$ cat src/rtl/vendor_param.sv
// Parametrised vending controller: two coin inputs, credit accumulation up to
// PRICE, a one-cycle vend strobe, then surplus or refund paid out in UNIT pulses.
module vendor_param #(
  parameter int unsigned PRICE    = 15,
  parameter int unsigned COIN_A   = 5,
  parameter int unsigned COIN_B   = 10,
  parameter int unsigned UNIT     = 5,
  parameter int unsigned CREDIT_W = 6
) (
  input  logic                clk,
  input  logic                rst,
  input  logic                inx,
  input  logic                iny,
  input  logic                cancel,
  output logic                vend,
  output logic                change,
  output logic                busy,
  output logic [CREDIT_W-1:0] credit
);

  localparam int unsigned     MAX_COIN  = (COIN_A > COIN_B) ? COIN_A : COIN_B;
  localparam int unsigned     UNIT_SAFE = (UNIT == 0) ? 1 : UNIT;
  localparam longint unsigned NEED      = 64'(PRICE) + 64'(MAX_COIN) - 64'd1;
  localparam bit CFG_OK =
      (UNIT != 0) && (PRICE != 0) && (COIN_A != 0) && (COIN_B != 0) &&
      (PRICE % UNIT_SAFE == 0) && (COIN_A % UNIT_SAFE == 0) &&
      (COIN_B % UNIT_SAFE == 0) && (CREDIT_W < 64) &&
      (NEED < (64'd1 << CREDIT_W));

  localparam logic [CREDIT_W-1:0] PRICE_C  = CREDIT_W'(PRICE);
  localparam logic [CREDIT_W-1:0] COIN_A_C = CREDIT_W'(COIN_A);
  localparam logic [CREDIT_W-1:0] COIN_B_C = CREDIT_W'(COIN_B);
  localparam logic [CREDIT_W-1:0] UNIT_C   = CREDIT_W'(UNIT);

  typedef enum logic [1:0] {
    S_IDLE    = 2'd0,
    S_COLLECT = 2'd1,
    S_VEND    = 2'd2,
    S_CHANGE  = 2'd3
  } state_t;

  state_t              state, state_nxt;
  logic [CREDIT_W-1:0] credit_nxt;
  logic [CREDIT_W-1:0] coin_val;
  logic [CREDIT_W-1:0] sum;

  // Coin value for this cycle; coin A wins over a simultaneous coin B.
  always_comb begin
    coin_val = '0;
    if (inx)      coin_val = COIN_A_C;
    else if (iny) coin_val = COIN_B_C;
  end

  // Next-state and next-credit logic.
  always_comb begin
    state_nxt  = state;
    credit_nxt = credit;
    sum        = credit + coin_val;
    unique case (state)
      S_IDLE, S_COLLECT: begin
        if (cancel) begin
          if (sum != '0) begin
            credit_nxt = sum;
            state_nxt  = S_CHANGE;
          end
        end else if (sum >= PRICE_C) begin
          credit_nxt = sum;
          state_nxt  = S_VEND;
        end else if (sum != '0) begin
          credit_nxt = sum;
          state_nxt  = S_COLLECT;
        end
      end
      S_VEND: begin
        credit_nxt = credit - PRICE_C;
        state_nxt  = (credit_nxt != '0) ? S_CHANGE : S_IDLE;
      end
      S_CHANGE: begin
        credit_nxt = credit - UNIT_C;
        if (credit == UNIT_C) state_nxt = S_IDLE;
      end
      default: begin
        state_nxt  = S_IDLE;
        credit_nxt = '0;
      end
    endcase
  end

  // State, credit and strobes registered together so outputs come from flops.
  always_ff @(posedge clk) begin
    if (rst) begin
      state  <= S_IDLE;
      credit <= '0;
      vend   <= 1'b0;
      change <= 1'b0;
      busy   <= 1'b0;
    end else begin
      state  <= state_nxt;
      credit <= credit_nxt;
      vend   <= (state_nxt == S_VEND);
      change <= (state_nxt == S_CHANGE);
      busy   <= (state_nxt == S_VEND) || (state_nxt == S_CHANGE);
    end
  end

  // Configuration sanity check, evaluated whenever reset is applied.
  always_ff @(posedge clk) begin
    if (rst) begin
      assert (CFG_OK)
        else $error("vendor_param: illegal parameter set PRICE=%0d COIN_A=%0d COIN_B=%0d UNIT=%0d CREDIT_W=%0d",
                    PRICE, COIN_A, COIN_B, UNIT, CREDIT_W);
    end
  end

endmodule

$ cat config.mk
export PLATFORM = sky130hd
export DESIGN_NAME = vendor_param
export DESIGN_NICKNAME = d
export VERILOG_FILES = /design/src/rtl/vendor_param.sv
export SDC_FILE = /design/constraint.sdc
export NUM_CORES = 1
export LEC_CHECK = 0
export BUFFER_PORTS_ARGS = -buffer_cell sky130_fd_sc_hd__clkbuf_2
export CAP_MARGIN = 20
export CORE_UTILIZATION = 30
export DETAILED_ROUTE_END_ITERATION = 7
export PLACE_DENSITY = 0.43
export SLEW_MARGIN = 20
export SYNTH_ARGS = -nofsm -noshare
export SYNTH_HDL_FRONTEND = slang
export SYNTH_SLANG_ARGS = --single-unit
$ cat constraint.sdc
create_clock -name clk -period 3 [get_ports clk]
set_input_delay 0.6 -clock clk [delete_from_list [all_inputs] [get_ports clk]]
set_output_delay 0.6 -clock clk [all_outputs]
set_load 0.02 [all_outputs]
After elaboration in Yosys (flattened, before gate mapping)
Cells that the tools add are included.
{ "totals": {"regBits": 11, "latchBits": 0, "ram_bits": 0, "rom_bits": 0, "inputBits": 5, "output_inout_bits": 9, "elab_cells": 33, "n_memories": 0} }
{ "classes": {"add_sub_neg": 3, "n_mul": 0, "div": 0, "magnitude_cmp": 1, "eq_ne": 6, "n_shift": 0, "n_mux": 13, "n_bitwise": 0, "n_reduce_logical": 5} }
{ "ops": {"columns": ["operator", "n"], "rows": [
  ["6-bit two-way mux", 3],
  ["6-bit one-hot mux with 3 select lines", 1],
  ["2-bit two-way mux", 6],
  ["6-bit nonzero test", 2],
  ["2-bit == test (second input constant)", 4],
  ["4-bit two-way mux", 2],
  ["6-bit adder", 1],
  ["6-bit by 3-bit == test with 1-bit output (second input constant)", 1],
  ["6-bit by 4-bit >= comparator with 1-bit output (second input constant)", 1],
  ["2-bit one-hot mux with 3 select lines", 1],
  ["6-bit by 3-bit subtractor with 6-bit output (second input constant)", 1],
  ["6-bit by 4-bit subtractor with 6-bit output (second input constant)", 1],
  ["2-bit by 1-bit == test with 1-bit output (second input constant)", 1],
  ["2-bit zero test", 1],
  ["2-bit OR reduction", 1],
  ["1-bit logical OR", 1]
]} }

Logic depth before layout (Yosys ltp)
Gate-level depths: netlist of the first run.
{ "depth": {"ltp_word": 10, "ltp_mapped": 10, "depth_no_buf": 8} }

Worst setup path after synthesis of the first run
OpenSTA, ideal clock, no wires.
{ "synth_path": {"kind": "input to register", "startpoint": "input iny", "endpoint": "register vend", "setup_ns": 0.100, "arrival_ns": 2.524, "t_required_ns": 2.900, "slack_ns": 0.376, "stages": 10, "path_buffers": 2, "path_cell_list": "nor2b_1 > buf_2 > xnor2_1 > ha_1 > a221o_1 > and3_4 > nor4b_4 > buf_6 > nand3_2 > a2111oi_4"} }
{ "synth_between": {"elab_chain_len": 9, "word_cells_on_any_way": 11, "classes_between": "add/sub: 1; order compare: 1; eq/ne: 1; mux: 7; reduce/logical: 1"} }
{ "synth_lines": {"columns": ["item", "line_no", "source"], "rows": [
  ["from (decl)", "13", "input logic iny,"],
  ["4-bit two-way mux *", "51", "else if (iny) coin_val = COIN_B_C;"],
  ["4-bit two-way mux *", "50", "if (inx) coin_val = COIN_A_C;"],
  ["6-bit adder *", "58", "sum = credit + coin_val;"],
  ["parallel branches: the longest is 3 deep, another holds 6-bit by 4-bit >= comparator with 1-bit output", null, null],
  ["2-bit two-way mux *", "61", "if (cancel) begin"],
  ["2-bit one-hot mux with 3 select lines *", "59", "unique case (state)"],
  ["2-bit == test *", "100", "vend <= (state_nxt == S_VEND);"],
  ["to (signal assigned)", "100", null],
  ["to (decl)", "15", "output logic vend,"]
]} }
Every way passes the cells marked *.
A chain may end at the register's enable or synchronous reset.

Final worst setup path of the first run
{ "layout_path": {"startpoint": "input inx", "endpoint": "register vend"} }
{ "layout_between": {"elab_chain_len": 8, "word_cells_on_any_way": 10, "classes_between": "add/sub: 1; order compare: 1; eq/ne: 1; mux: 6; reduce/logical: 1"} }
{ "layout_lines": {"columns": ["item", "line_no", "source"], "rows": [
  ["from (decl)", "12", "input logic inx,"],
  ["4-bit two-way mux *", "50", null],
  ["6-bit adder *", "58", null],
  ["parallel branches: the longest is 3 deep, another holds 6-bit by 4-bit >= comparator with 1-bit output", null, null],
  ["2-bit two-way mux *", "61", null],
  ["2-bit one-hot mux with 3 select lines *", "59", null],
  ["2-bit == test *", "100", null]
]} }
Marked as above.

==> qor.yml, run 1 <==
crit_family: "simple AND/OR/NAND/NOR gates"
slowest_delay_ns: 0.57
p_clk_frac: 0.073
core-area_um2: 3080
setup_viol: 0
fin_nets: 139
power_frac_seq: 0.236
power_density_nw_per_um2: 1230
startpoint_type: "input pin"
finClkSkew_ns: 0.00336
initial_utilization: 0.317
synth_flop_cell: "dfxtp_1"
required_ns: 3.18
status: "completed"
synth.avg_cell_area_um2: 8.55
synth_seq_cells: 10
htreeDepth: 1
switching_share: 0.531
ant_nets: 0
switching_power_mw: 0.722
vias_per_cell: 5.48
postCtsHoldBufs: 0
finalPower_mw: 1.36
critPathArrivalTime_ns: 2.76
remaining_drc_errors: 0
drive_gt1_frac: 0.270
path_buf_inv: 1
p_int_mw: 0.638
fmax_mhz: 387
synthCells: 114
firstDrtPassIters: 5
clockBufferDepth: 2
synth_seq_area_share: 0.205
wl_per_cell_um: 15.0
cts_buffers: 3
grt-ovfl-total: 0
finalSetupTns_ns: 0
hp-class: "reg -> reg"
rsz0062_at_grt: "false"
grt_pass1_vias: 820
grt_pass1_wl_um: 4220
io_buffer_count: 13
clk_latency_ns: 0.27
cp-end-kind: "flip-flop"
worstMarginPinSlew_ns: 0.752
yosys_warnings: 0
hold_violations: 0
crit_type: "in -> reg"
grt_max_degree: 20
clk_pin_slew_ns: 0.07
mostFrequentLayoutCells: "13 x clkbuf_2, 12 x a21oi_1, 10 x dfxtp_1, 8 x inv_1, 7 x xnor2_1"
synthArstFlopShare: 0
fin_crit_ns: 2.58
grt_use_total: 0.163
cp_cell_sequence: "clkbuf_2, ha_1, a31o_1, a31oi_1, xnor2_1, nor4_4, nand3_2, a2111oi_4"
seq_area_um2: 200
syn_to_final_growth_pct: 13.6
num_io_pins: 14
peakVddDrop_mv: 0.354
synth_cell_type_count: 46
diodes: 0
synth_edf_count: 0
slew_headroom: 0.498
hold_ws_ns: 0.650
cp_max_fo: 9
final_common_cell: "clkbuf_2"
drv_cap: 0
die_y_um: 59
combinationalPowerShare: 0.691
cts_tree: "yes"
die_w_um: 59
dr.first_iter.drc_count: 40
gp_congestion: 0.800
drt_wl_total_um: 2550
finalMaxSlewViolations: 0
antenna_found_initial: 0
fin_util: 0.360
cp_slowest_cell: "nor4_4"
syn_area_um2: 975
cellLeakagePower_nw: 0.439
num_vias: 931
dp_hpwl_um: 1860
rows: 20
multi_input_area_um2: 686
finalCritPeriodShare: 0.861
cts.sinks: 10
nFillCells: 340
post-cts-setup-buffer-count: 0
cts_root_buf: "clkbuf_4"
synth_fp_nets: 125
dieArea_um2: 3480
post_cts_resized: 0
cell families (layout without fill, tap and decap cells):
logic type / Yosys count / in the layout / synth area share
compound gates: 44 / 44 / 0.354
xor+xnor: 7 / 7 / 0.0629
fa+ha+maj: 6 / 6 / 0.0770
buf+inv: 19 / 31 / 0.0911
flops: 10 / 10 / 0.205
mux: 2 / 2 / 0.0205
simple gates: 26 / 26 / 0.189
Yosys cell counts, types with 3 or more instances:
cell	number	area share
ha_1	6	0.077
a21oi_1	12	0.062
dfxtp_1	10	0.21
clkbuf_1	6	0.023
inv_1	8	0.031
xnor2_1	7	0.063
a311oi_1	3	0.027
nor3_1	5	0.026
nand2_1	4	0.015
a211oi_1	3	0.023
power groups by stage:
| stage | registers (mW) | logic (mW) | clock network [mW] |
|---|---|---|---|
| 3_3_place_gp | 0.325 | 0.938 | 0 |
| 5_1_grt | 0.334 | 1.03 | 0.107 |
| 6_report | 0.320 | 0.940 | 0.0991 |
| 2_1_floorplan | 0.298 | 0.742 | 0 |
| 3_5_place_dp | 0.323 | 0.933 | 0 |
| 4_1_cts | 0.319 | 0.938 | 0.103 |
worst paths after layout:
path / from / endpoint / slack, ns / depth (start not counted)
worst max-delay path: inx / vend / 0.42 / 8
worst min-delay path: credit[5] / credit[4] / 0.65 / 2
worst max register to register: credit[3] / vend / 0.52 / 6
worst min register to register: credit[5] / credit[4] / 0.65 / 2
through the flow:
stage | worst slack, ns | cell area, um2 | std cells
floorplan | 0.376 | 975 | 114
global placement | 0.193 | 1080 | 167
detailed placement | 0.197 | 1080 | 167
CTS | 0.452 | 1110 | 170
global route | 0.285 | 1110 | 170
finish | 0.416 | 1110 | 170
worst reg2reg max path, delay by kind of cell, from the launching register on:
family / cells / cell delay (ns)
buf+inv: 1 / 0.22
compound gates: 2 / 0.57
flops: 1 / 0.63
xor+xnor: 2 / 0.74
simple gates: 1 / 0.22
state kept, by name (all words and copies together), names as in the netlist:
register,count
vend,1
state,1
busy,1
change,1
credit,6
metal layers:
metal  share of wire  up-vias  GRT usage
met5               0        -          0
met4          0.0051        0     0.0306
met3           0.041        2     0.0393
met2            0.45       27      0.253
met1            0.50      438      0.230
li1                -      464          -
area by class of cell:
type | instances | share of cell area
multi-input combinational | 85 | 0.619
inverter | 9 | 0.0305
tap | 44 | 0.0497
sequential | 10 | 0.181
timing repair buffer | 19 | 0.0994
clock buffer | 3 | 0.0203
Power figures use the tool's default switching activity.
==> inputs of run 2 (changes only) <==
- CORE_ASPECT_RATIO: unset -> 0.75
==> qor.yml, run 2 (synthesized netlist as in run 1, its figures left out) <==
status: "completed"
gp_congestion: 0.801  # about the same
cts.sinks: 10  # unchanged
pre_cts_ws_ns: 0.219  # +0.0220 ns
ant_nets: 0  # unchanged
critPathArrivalTime_ns: 2.69  # -0.07 ns
grt_pass1_wl_um: 4070  # -3.4%
finalSetupTns_ns: 0  # unchanged
layout_setup_ws_ns: 0.457  # +0.0408 ns
clk_latency_ns: 0.24  # -0.03 ns
worstMarginPinSlew_ns: 0.743  # -0.00871 ns
dr.first_iter.drc_count: 21  # -48%
largest_register_ffs: 6  # unchanged
required_ns: 3.14  # -0.04 ns
dp_hpwl_um: 1860  # +0.13%
die_y_um: 51.4  # -13%
fin_crit_ns: 2.54  # -0.0408 ns
multi_input_area_um2: 686  # unchanged
postCtsHoldBufs: 0  # unchanged
cts_tree: "yes"
num_io_pins: 14  # unchanged
regMostFlops: "credit"
finalCritPeriodShare: 0.848  # -0.0136
drt_wl_total_um: 2460  # -3.6%
grt_use_total: 0.159  # -0.00370
antenna_found_initial: 0  # unchanged
cellLeakagePower_nw: 0.454  # +3.4%
fin_nets: 139  # unchanged
rsz0062_at_grt: "false"
nFillCells: 340  # unchanged
wl_per_cell_um: 14.9  # -0.65%
final_common_cell: "clkbuf_2"
die_w_um: 67.8  # +15%
startpoint_type: "input pin"
cp-end-kind: "flip-flop"
clk_pin_slew_ns: 0.05  # -0.02 ns
fin_util: 0.375  # +0.0151
hold_violations: 0  # unchanged
cts_buffers: 3  # unchanged
cp_max_fo: 9  # unchanged
finalMaxSlewViolations: 0  # unchanged
crit_type: "in -> reg"
power_density_nw_per_um2: 1260  # +2.3%
grt-ovfl-total: 0  # unchanged
setup_viol: 0  # unchanged
io_buffer_count: 13  # unchanged
finClkSkew_ns: 0.000589  # -0.00277 ns
hold_ws_ns: 0.655  # +0.00478 ns
fmax_mhz: 393  # +1.6%
remaining_drc_errors: 0  # unchanged
diodes: 0  # unchanged
syn_to_final_growth_pct: 16.2
drv_cap: 0  # unchanged
num_vias: 922  # -0.97%
core-area_um2: 3020  # -1.9%
slew_headroom: 0.504  # +0.00582
hp-class: "reg -> reg"
mostFrequentLayoutCells: "13 x clkbuf_2, 12 x a21oi_1, 10 x dfxtp_1, 8 x inv_1, 7 x xnor2_1"
post_cts_resized: 0  # unchanged
dieArea_um2: 3480  # about the same
grt_pass1_vias: 821  # +0.12%
htreeDepth: 1  # unchanged
seq_area_um2: 200  # unchanged
peakVddDrop_mv: 0.386  # +9.1%
post-cts-setup-buffer-count: 0  # unchanged
grt_max_degree: 20  # unchanged
drive_gt1_frac: 0.276  # +0.00575
initial_utilization: 0.323  # +0.00603
reg2reg_slack_ns: 0.62  # +0.10 ns
clockBufferDepth: 2  # unchanged
finalPower_mw: 1.42  # +4.6%
vias_per_cell: 5.59  # +2.0%
firstDrtPassIters: 4  # -1
cts_root_buf: "clkbuf_8"
rows: 17  # -15%
run 2: cell types whose count changed in the layout (fill, tap and decap cells not counted):
| cell | change |
|---|---|
| clkbuf_4 | -3 |
| clkbuf_8 | +4 |
run 2: layout make-up:
| class | count | share of cell area |
|---|---|---|
| inverter | 9 | 0.0298 |
| sequential | 10 | 0.177 |
| tap | 38 | 0.0420 |
| timing repair buffer | 19 | 0.0972 |
| clock buffer | 4 | 0.0486 |
| multi-input combinational | 85 | 0.606 |
run 2: final timing paths:
| kind | depth (start not counted) | end | from |
|---|---|---|---|
| min reg2reg | 2 | credit[4] | credit[5] |
| max reg2reg | 7 | credit[1] | credit[2] |
| min | 2 | credit[4] | credit[5] |
| max | 8 | credit[1] | inx |
run 2: power breakdown:
group	switching, mW	internal (mW)	leakage [nW]	total [mW]
clock network	0.0552	0.116	0.0288	0.171
registers	0.126	0.193	0.0832	0.319
logic	0.533	0.399	0.342	0.932
total	0.714	0.708	0.454	1.42
run 2: metrics by stage:
stage / cell area [um2] / instances
final: 1130 / 165
after global routing: 1130 / 165
after CTS: 1130 / 165
after detailed placement: 1080 / 161
after global placement: 1080 / 161
after floorplan: 975 / 114
run 2: worst max-delay path: stages:
cell and delay (ns):
clkbuf_2 0.10, ha_1 0.38, a31o_1 0.23, a31oi_1 0.18, xnor2_1 0.21, nor4_4 0.52, a311oi_1 0.20, a211oi_1 0.27
run 2: metal layers:
layer  GRT usage  share of wire  up-vias
met5           0              0        -
met4      0.0208         0.0029        0
met3      0.0536          0.040        2
met2       0.236           0.45       19
met1       0.225           0.51      438
li1            -              -      463
